File: src/rtl/craft_pkg.sv
// CRAFT primitives shared by the encrypt and decrypt cores: S-box, nibble permutations,
// round constants, MixColumns. Nibble 0 is the most significant nibble of the 64-bit state.
package craft_pkg;

  typedef logic [3:0] nibble_t;
  typedef nibble_t [0:15] nib16_t;
  typedef nib16_t state_t;
  typedef logic [6:0] rc_t;  // {a_i[3:0], b_i[2:0]}

  typedef enum logic [1:0] {ST_IDLE, ST_RUN, ST_DONE} dec_state_e;

  localparam nib16_t SBOX_TBL   = 64'hCAD3EBF789150246;
  localparam nib16_t PN_TBL     = 64'hFCDEA98B65471230;
  // PN happens to be its own inverse, so both tables hold the same permutation.
  localparam nib16_t PN_INV_TBL = 64'hFCDEA98B65471230;
  localparam nib16_t Q_TBL      = 64'hCAF5E892B374601D;

  localparam rc_t [0:31] RC_ROM = {
    {4'h1, 3'h1}, {4'h8, 3'h4}, {4'h4, 3'h2}, {4'h2, 3'h5},
    {4'h9, 3'h6}, {4'hC, 3'h7}, {4'h6, 3'h3}, {4'hB, 3'h1},
    {4'h5, 3'h4}, {4'hA, 3'h2}, {4'hD, 3'h5}, {4'hE, 3'h6},
    {4'hF, 3'h7}, {4'h7, 3'h3}, {4'h3, 3'h1}, {4'h1, 3'h4},
    {4'h8, 3'h2}, {4'h4, 3'h5}, {4'h2, 3'h6}, {4'h9, 3'h7},
    {4'hC, 3'h3}, {4'h6, 3'h1}, {4'hB, 3'h4}, {4'h5, 3'h2},
    {4'hA, 3'h5}, {4'hD, 3'h6}, {4'hE, 3'h7}, {4'hF, 3'h3},
    {4'h7, 3'h1}, {4'h3, 3'h4}, {4'h1, 3'h2}, {4'h8, 3'h5}
  };

  function automatic state_t sub_cells(input state_t s);
    state_t r;
    for (int k = 0; k < 16; k++) r[k] = SBOX_TBL[s[k]];
    return r;
  endfunction

  // Gather form: output nibble k takes input nibble tbl[k].
  function automatic state_t permute(input state_t s, input nib16_t tbl);
    state_t r;
    for (int k = 0; k < 16; k++) r[k] = s[tbl[k]];
    return r;
  endfunction

  function automatic state_t add_rc(input state_t s, input rc_t rc);
    state_t r;
    r = s;
    r[4] = s[4] ^ rc[6:3];
    r[5] = s[5] ^ {1'b0, rc[2:0]};
    return r;
  endfunction

  function automatic state_t mix_columns(input state_t s);
    state_t r;
    for (int c = 0; c < 4; c++) begin
      r[c]      = s[c] ^ s[8+c] ^ s[12+c];
      r[4+c]    = s[4+c] ^ s[12+c];
      r[8+c]    = s[8+c];
      r[12+c]   = s[12+c];
    end
    return r;
  endfunction

endpackage

File: src/rtl/craft_decrypt_if.sv
// Request/response bundle of the CRAFT decryptor: master issues start with operands,
// slave returns busy/done/plaintext.
interface craft_decrypt_if;
  logic         start;
  logic [63:0]  ciphertext;
  logic [63:0]  tweak;
  logic [127:0] key;
  logic         busy;
  logic         done;
  logic [63:0]  plaintext;

  modport master (output start, ciphertext, tweak, key, input busy, done, plaintext);
  modport slave  (input start, ciphertext, tweak, key, output busy, done, plaintext);
endinterface

File: src/rtl/craft_dec_round.sv
// Combinational inverse CRAFT round, zero latency; last_i selects the encryptor's final
// round (no SB/PN), which is the first round undone on decryption.
module craft_dec_round
  import craft_pkg::*;
(
  input  state_t state_i,
  input  state_t tk_i,
  input  rc_t    rc_i,
  input  logic   last_i,
  output state_t state_o
);

  state_t pre;

  always_comb begin
    pre = state_i;
    if (!last_i) pre = permute(sub_cells(state_i), PN_INV_TBL);
    state_o = mix_columns(add_rc(pre ^ tk_i, rc_i));
  end

endmodule

File: src/rtl/craft_decrypt.sv
// Iterative CRAFT decryptor: done 32 cycles after an accepted start (16 with CRAFT_DEC_UNROLL2_EN).
// No backpressure: start is ignored while busy; plaintext holds until the next done.
module craft_decrypt
  import craft_pkg::*;
#(
  parameter int NUM_ROUNDS = 32
) (
  input  logic           clk,
  input  logic           rst,
  craft_decrypt_if.slave bus
);

  localparam logic [4:0] FIRST_RND = 5'(NUM_ROUNDS - 1);

  dec_state_e   state_q;
  state_t       s_q;
  state_t       s_d;
  state_t       pt_q;
  state_t [3:0] tk_q;
  logic [4:0]   rnd_q;
  logic         busy_q;
  logic         done_q;
  state_t       tq;

  assign tq = permute(state_t'(bus.tweak), Q_TBL);

`ifdef CRAFT_DEC_UNROLL2_EN
  localparam logic [4:0] STEP = 5'd2;
  logic [4:0] rnd_lo;
  state_t     s_mid;

  assign rnd_lo = rnd_q - 5'd1;

  craft_dec_round u_round_hi (
    .state_i (s_q),
    .tk_i    (tk_q[rnd_q[1:0]]),
    .rc_i    (RC_ROM[rnd_q]),
    .last_i  (rnd_q == FIRST_RND),
    .state_o (s_mid)
  );

  craft_dec_round u_round_lo (
    .state_i (s_mid),
    .tk_i    (tk_q[rnd_lo[1:0]]),
    .rc_i    (RC_ROM[rnd_lo]),
    .last_i  (1'b0),
    .state_o (s_d)
  );
`else
  localparam logic [4:0] STEP = 5'd1;

  craft_dec_round u_round (
    .state_i (s_q),
    .tk_i    (tk_q[rnd_q[1:0]]),
    .rc_i    (RC_ROM[rnd_q]),
    .last_i  (rnd_q == FIRST_RND),
    .state_o (s_d)
  );
`endif

  // Round 0 is terminal: the counter stops there instead of wrapping.
  localparam logic [4:0] LAST_RND = STEP - 5'd1;

  always_ff @(posedge clk) begin
    if (rst) begin
      state_q <= ST_IDLE;
      s_q     <= '0;
      pt_q    <= '0;
      tk_q    <= '0;
      rnd_q   <= '0;
      busy_q  <= 1'b0;
      done_q  <= 1'b0;
    end else begin
      done_q <= 1'b0;
      case (state_q)
        ST_IDLE, ST_DONE: begin
          if (bus.start) begin
            s_q     <= state_t'(bus.ciphertext);
            tk_q[0] <= state_t'(bus.key[127:64] ^ bus.tweak);
            tk_q[1] <= state_t'(bus.key[63:0] ^ bus.tweak);
            tk_q[2] <= state_t'(bus.key[127:64]) ^ tq;
            tk_q[3] <= state_t'(bus.key[63:0]) ^ tq;
            rnd_q   <= FIRST_RND;
            busy_q  <= 1'b1;
            state_q <= ST_RUN;
          end
        end
        ST_RUN: begin
          s_q <= s_d;
          if (rnd_q == LAST_RND) begin
            pt_q    <= s_d;
            done_q  <= 1'b1;
            busy_q  <= 1'b0;
            state_q <= ST_DONE;
          end else begin
            rnd_q <= rnd_q - STEP;
          end
        end
        default: state_q <= ST_IDLE;
      endcase
    end
  end

  assign bus.busy      = busy_q;
  assign bus.done      = done_q;
  assign bus.plaintext = pt_q;

endmodule

File: src/flat_wrapper.sv
// flat-port wrapper written by rule: the top's interface ports become plain ports
module craft_decrypt_flat import craft_pkg::*;
#(
  parameter int NUM_ROUNDS = 32
)
  (clk, rst, bus_start, bus_ciphertext, bus_tweak, bus_key, bus_busy, bus_done, bus_plaintext);
  craft_decrypt_if bus_i ();
  input  logic clk;
  input  logic rst;
  input wire logic [$bits(bus_i.start)-1:0] bus_start;
  input wire logic [$bits(bus_i.ciphertext)-1:0] bus_ciphertext;
  input wire logic [$bits(bus_i.tweak)-1:0] bus_tweak;
  input wire logic [$bits(bus_i.key)-1:0] bus_key;
  output wire logic [$bits(bus_i.busy)-1:0] bus_busy;
  output wire logic [$bits(bus_i.done)-1:0] bus_done;
  output wire logic [$bits(bus_i.plaintext)-1:0] bus_plaintext;
  assign bus_i.start = bus_start;
  assign bus_i.ciphertext = bus_ciphertext;
  assign bus_i.tweak = bus_tweak;
  assign bus_i.key = bus_key;
  assign bus_busy = bus_i.busy;
  assign bus_done = bus_i.done;
  assign bus_plaintext = bus_i.plaintext;
  craft_decrypt #(.NUM_ROUNDS(NUM_ROUNDS)) u_core (.clk(clk), .rst(rst), .bus(bus_i));
endmodule
File: config.mk
export PLATFORM = sky130hd
export DESIGN_NAME = craft_decrypt_flat
export DESIGN_NICKNAME = d
export VERILOG_FILES = /design/src/rtl/craft_pkg.sv /design/src/rtl/craft_decrypt_if.sv /design/src/rtl/craft_dec_round.sv /design/src/rtl/craft_decrypt.sv /design/src/flat_wrapper.sv
export SDC_FILE = /design/constraint.sdc
export NUM_CORES = 1
export LEC_CHECK = 0
export CAP_MARGIN = 10
export CORE_MARGIN = 4
export CORE_UTILIZATION = 50
export CTS_CLUSTER_SIZE = 10
export DETAILED_ROUTE_END_ITERATION = 6
export HOLD_SLACK_MARGIN = 0.1
export PLACE_DENSITY = 0.78
export SLEW_MARGIN = 25
export SYNTH_ARGS = -nofsm -noshare
export SYNTH_HDL_FRONTEND = slang
export SYNTH_SLANG_ARGS = --single-unit
export TNS_END_PERCENT = 50
File: constraint.sdc
create_clock -name clk -period 2.6 [get_ports clk]
set_clock_uncertainty 0.05 [all_clocks]
set_input_delay 0.78 -clock clk [delete_from_list [all_inputs] [get_ports clk]]
set_output_delay 0.78 -clock clk [all_outputs]
set_load 0.05 [all_outputs]
==> results.ini, run 1 <==
[run_status]
status=finished clean

[die]
die-width_um=217
ports_placed_on_the_boundary=325
die_y_um=217
initial_core_util_pct=50.6
placement_rows=76
die-area_um2=47000
floorplan.core_area_um2=43100

[grt]
grt_util_all_layers_pct=30.5
grt_first_pass_wirelength_mm=112
grt_pass1_vias=19200
grt_remaining_overflow=0
initial_antenna_violation_count=2
grt_start_max_net_pins=134

[synthesis]
async_flop_share_pct=0
ys_seq_area_share_pct=36.1
post_synth_mux_area_share_pct=7.48
yosys.area.top_type=sky130_fd_sc_hd__dfxtp_1
ys_top_cells_by_area=sky130_fd_sc_hd__dfxtp_1, sky130_fd_sc_hd__xnor2_1, sky130_fd_sc_hd__a211oi_1
post_synth_xor_area_fraction_pct=12.8
ys.flop_type=sky130_fd_sc_hd__dfxtp_1
syn-instance-count=2468
synthSimpleGateAreaFrac_pct=14.0
synth.net_count=2735
syn_area_um2=21800
synth-edff-count=0
ys_ff_latch=393
synth-compound-area-share_pct=23.9
mapped_avg_cell_area_um2=8.83
yosysWarningCount=0
count_of_unique_library_cells_instantiated_by_yosys=70
largest_family_of_logic_cells_by_synthesized_area=compound AO/OA/AOI/OAI gates
synth_fa_ha_area_share_pct=0.459
synth_largest_type_area_fraction_pct=36.1

[sta]
timing.slew.headroom_pct=56.9
finalSetupTns_ns=0
worst_pin_slew_ns=0.647
report.final.slew_viol_count=0
timing_hold_violations_final=0
timing.final.crit_share_pct=98.7
fmax_mhz=390
setup_violations=0
rsz0062_at_grt=true
fin_crit_ns=2.57

[placement]
dp.final_hpwl_mm=58.3
globalplace.congestion=0.984
port-buffer-count=324

[power]
worst_ir_drop_vdd_mv=0.525
sw_share_pct=34.8
ratio_of_total_power_to_cell_area_nw_per_um2=735
power.clock.fraction_pct=28.2
power_frac_comb_pct=36.0
seqPwrFrac_pct=35.9
static-leakage-power_nw=10.2
total_switching_power_mw=7.09
cell_internal_pwr_mw=13.3

[finish]
mostFrequentLayoutCell=sky130_fd_sc_hd__dfxtp_1
fillers=3515
drive_gt1_share_pct=13.1
layout.core_utilization_pct=64.3
final_net_count=3022
synthToLayoutAreaGrowth_pct=27.1
layout_common_cells=sky130_fd_sc_hd__dfxtp_1, sky130_fd_sc_hd__nor2_1, sky130_fd_sc_hd__a211oi_1

[setup_path]
path_cells=clkdlybuf4s50_1
worst_path_dominant_cell_family=buffers and inverters
crit_fanout=2
cpPeakStageDelay_ns=0.81
critical_path.n_buffers_inverters=1
critPathRequiredTime_ns=1.77
r2r_slack_ns=0.04
worst_r2r_path_depth=9
crit_slowest_cell=sky130_fd_sc_hd__clkdlybuf4s50_1
worstPathArrival_ns=1.74
r2r_start=u_core.rnd_q[1]
critical_path_class=reg2out
r2r-end=u_core.bus.plaintext[48]
timing.critical_path.to_type=output pin
cp-start-kind=flop

[route]
wire_per_inst_um=22.7
final_antenna_net_count=0
drc=0
drt_iter0_drc=2174
dr.pass1.iters=6
avgViaCountPerCell=6.08
drt_wl_total_mm=76.0
vias=20400

[clock_network]
cts.reportedPaths.clkPinSlew_ns=0.06
clock-sinks=393
tritoncts.num_buffers=46
clock_tree.htree_level_count=2
clockRootBuffer=sky130_fd_sc_hd__clkbuf_16
bufs_on_longest_clock_path=3
cts-hold-fix-buffers=0
tritoncts=yes
clkLatencyLatePin_ns=0.58

[worst_hold_path]
hold_path_depth=2
hold_end=u_core.bus.plaintext[16]
worstHoldStart=u_core.bus.plaintext[16]
hp-class=reg2reg

[run]
drv_cap=0

==> power by group through the flow <==
stage,sequential (mW),clock (mW),combinational (mW)
2_1_floorplan,7.34,0,4.32
3_3_place_gp,7.36,0,6.92
3_5_place_dp,7.40,0,7.08
4_1_cts,7.27,5.80,7.13
5_1_grt,7.37,6.01,7.77
6_report,7.31,5.74,7.33
==> cell type report <==
type / instances / area [µm²] / share of cell area (%)
multi-input cells: 1796 / 12900 / 46.5
clock inverters: 5 / 51.3 / 0.185
flip-flops and latches: 393 / 7880 / 28.4
well taps: 585 / 732 / 2.64
repair buffers: 494 / 4870 / 17.6
diodes: 1 / 2.50 / 0.00903
clock buffers: 54 / 1200 / 4.33
inverters: 24 / 90.1 / 0.325
==> cells in the mapped netlist, types with 29 or more instances <==
cell / n
sky130_fd_sc_hd__dfxtp_1: 393
sky130_fd_sc_hd__nor2_1: 378
sky130_fd_sc_hd__a211oi_1: 311
sky130_fd_sc_hd__xnor2_1: 268
sky130_fd_sc_hd__clkbuf_1: 137
sky130_fd_sc_hd__nand2_1: 113
sky130_fd_sc_hd__a21oi_1: 100
sky130_fd_sc_hd__buf_1: 83
sky130_fd_sc_hd__o21ai_0: 74
sky130_fd_sc_hd__a22oi_1: 63
sky130_fd_sc_hd__mux4_2: 57
sky130_fd_sc_hd__nand3_1: 52
sky130_fd_sc_hd__nor3_1: 40
sky130_fd_sc_hd__o211ai_1: 29
==> metal layers <==
layer,vias to the layer above,global-route usage (%),wire (µm)
met5,-,0,8
met4,2,11.8,3350
met3,159,5.25,6330
met2,970,47.7,33600
met1,9690,42.3,32700
li1,9543,-,-
==> worst max-delay path by stage <==
stage	startpoint	slack, ns	endpoint	depth (start not counted)
floorplan	u_core.rnd_q[0]	0.03	u_core.bus.plaintext[41]	10
global placement	u_core.rnd_q[1]	-0.11	u_core.s_q[44]	9
detailed placement	bus_start	-0.15	u_core.tk_q[27]	6
CTS	u_core.rnd_q[1]	-0.003	u_core.s_q[60]	7
global route	u_core.rnd_q[1]	-0.04	u_core.s_q[49]	6
finish	u_core.bus.plaintext[63]	0.03	bus_plaintext[63]	1
==> registers in the layout, summed over array words and instances (netlist names) <==
| name | cells |
|---|---|
| u_core.bus.done | 1 |
| u_core.bus.busy | 1 |
| u_core.s_q | 64 |
| u_core.rnd_q | 5 |
| u_core.state_q | 2 |
| u_core.tk_q | 256 |
| u_core.bus.plaintext | 64 |
==> per-stage QoR <==
step           power, mW  std cells  area, µm²  hold slack [ns]  setup WS (ns)
2_1_floorplan       11.7       2468      21800            0.395         0.0344
3_3_place_gp        14.3       3286      26200            0.394         -0.106
3_5_place_dp        14.5       3286      26200            0.400         -0.146
4_1_cts             20.2       3345      27500            0.407       -0.00272
5_1_grt             21.1       3351      27700            0.439        -0.0439
6_report            20.4       3352      27700            0.403         0.0340
==> logic make-up after synthesis <==
kind of cell / after synthesis
compound gates: 727
xor+xnor: 295
fa+ha+maj: 8
buf+inv: 279
flops: 393
mux: 72
simple gates: 694
==> what timing repair did <==
| item | 4_1_cts | 5_1_grt |
|---|---|---|
| pin swaps | 1 | 6 |
| buffers inserted | 0 | 3 |
| endpoints found under the setup margin | 16 | 41 |
| gates cloned | 0 | 3 |
| gates resized for setup | 16 | 38 |
No activity file was read; power rests on OpenSTA's default activity.
==> inputs of run 2 (changes only) <==
--- a/config.mk
+++ b/config.mk
@@ -12,7 +12,7 @@
 export DETAILED_ROUTE_END_ITERATION = 6
 export HOLD_SLACK_MARGIN = 0.1
 export PLACE_DENSITY = 0.78
-export SLEW_MARGIN = 25
+export SLEW_MARGIN = 20
 export SYNTH_ARGS = -nofsm -noshare
 export SYNTH_HDL_FRONTEND = slang
 export SYNTH_SLANG_ARGS = --single-unit
==> results of run 2 <==
Same layout as run 1: the final DEF is identical, and so are final timing and power.
==> patch: new RTL, flow settings as in run 2 <==
Build with the macro `CRAFT_DEC_UNROLL2_EN` defined.
--- a/src/rtl/craft_decrypt.sv
+++ b/src/rtl/craft_decrypt.sv
@@ -1,4 +1,6 @@
 // Iterative CRAFT decryptor: done 32 cycles after an accepted start (16 with CRAFT_DEC_UNROLL2_EN).
 // No backpressure: start is ignored while busy; plaintext holds until the next done.
+`define CRAFT_DEC_UNROLL2_EN
+
 module craft_decrypt
   import craft_pkg::*;
Function: no difference found for any inputs over 4 cycles, from zero or initial values and one cycle with rst high; that may be too few to reach the edited logic, so the function may still have changed.
==> patch against run 2 <==
The run now ends with design-rule violations, negative setup slack left. Sequential cell count is the same. Critical endpoint is now u_core.s_q[62]. Utilization increased by 13 points. Final area increased by 40%. Synthesized area rose by 17%. Synthesized cell count rose by 12%. Die area is 16% higher. Wire length grew 41%. Register-to-register slack worse by 990 ps. Cell count rose by 29%. Critical path type is now reg -> reg. Count of clock-buffer cells in the layout fell by 1. Sequential share of layout area is 8.1 points lower. Worst setup slack worse by 980 ps.
Power is not compared: it rests on default switching activity, and its combinational part moved more than twofold at a synthesized area within 25%.
==> patch: results (changes against run 2) <==
use_met3_pct: 7.981  # +2.7 points
setup-violations-final: 147  # +147
drc: 1  # +1
n_fill_cell: 3293  # -6.3%
diodes: 0  # -1
seq_area_frac_synth_pct: 30.84  # -5.3 points
wl_met1_mm: 41.89  # +28%
setup_ws_ps: -947.4  # -981.4 ps
worstSkewPairLatency_ps: 610  # +30 ps
crit_path_max_incr_delay_ps: 520  # -290 ps
synth_fp_nets: 3037  # +11%
violations: "design-rule violations, negative setup slack"
grt_pass1_vias: 25670  # +34%
tns_ps: -104110  # -104110 ps
status: "finished, violations left"
viasPerCell: 6.108  # +0.54%
syn_avg_cell_area_sq_um: 9.221  # +4.4%
multi_input_area_share_pct: 47.11  # +0.60 points
nets: 3914  # +30%
n_clock_buffer: 53  # -1.9%
stdcell_count: 4329  # +29%
ys_types: 89  # +27%
crit_arrival_ps: 3970  # +2230 ps
clkCellAreaFrac_pct: 3.451  # -1.1 points
drt_iter0_drc: 3071  # +41%
grt_pass1_wl_mm: 154.3  # +38%
## patch: cell count changes in the layout (fill, tap and decap cells not counted), moves of 22 or more
cell and delta:
a211oi_1 -31, xnor2_2 +40, mux4_2 +57, a21oi_2 +30, nor3_1 -22, buf_4 +504, o22ai_1 +22, buf_6 +81
xnor3_2 +22, buf_12 +24, xnor2_4 +34, xnor2_1 +32, clkdlybuf4s50_1 +28, nand3_1 -32
## patch: through the flow
step	instance area, sq um	power (mW)	setup WS (ps)
global placement	34080	38.74	-1138
floorplan	25910	24.56	-1001
global route	38760	61.29	-1049
detailed placement	34080	39.26	-1186
CTS	37550	53.82	-924.3
finish	38760	59.67	-947.4
## patch: worst min-delay path by stage
| stage | endpoint | slack [ps] |
|---|---|---|
| after floorplan | u_core.state_q[1] | 390 |
| after global placement | u_core.bus.plaintext[10] | 390 |
| after detailed placement | u_core.bus.plaintext[25] | 400 |
| after CTS | u_core.bus.plaintext[25] | 400 |
| after global routing | u_core.bus.plaintext[9] | 420 |
| final | u_core.bus.plaintext[9] | 400 |
## patch: cell families (layout without fill, tap and decap cells)
group	Yosys count	in the layout	synth area share [%]
compound gates	759	759	20.66
xor+xnor	447	447	17.94
buf+inv	326	1216	5.689
mux	142	142	12.49
simple gates	679	679	11.44
flops	393	393	30.84
fa+ha+maj	21	21	0.9513
## patch: what timing repair did
action                     CTS  global route
gates resized for setup    320           188
pin swaps                  122           103
cloned                       3             2
setup endpoints to repair  161           182
buffers inserted            72            54
## patch: worst max-delay path: cells and delay by family (launching register included)
kind	cells	cell delay (ps)
xor gates and xnor gates	3	870
AOI/OAI and AO/OA	4	650
buffers and inverters	4	650
and+or+nand+nor	3	620
DFF	1	390
adders and majority gates	1	190
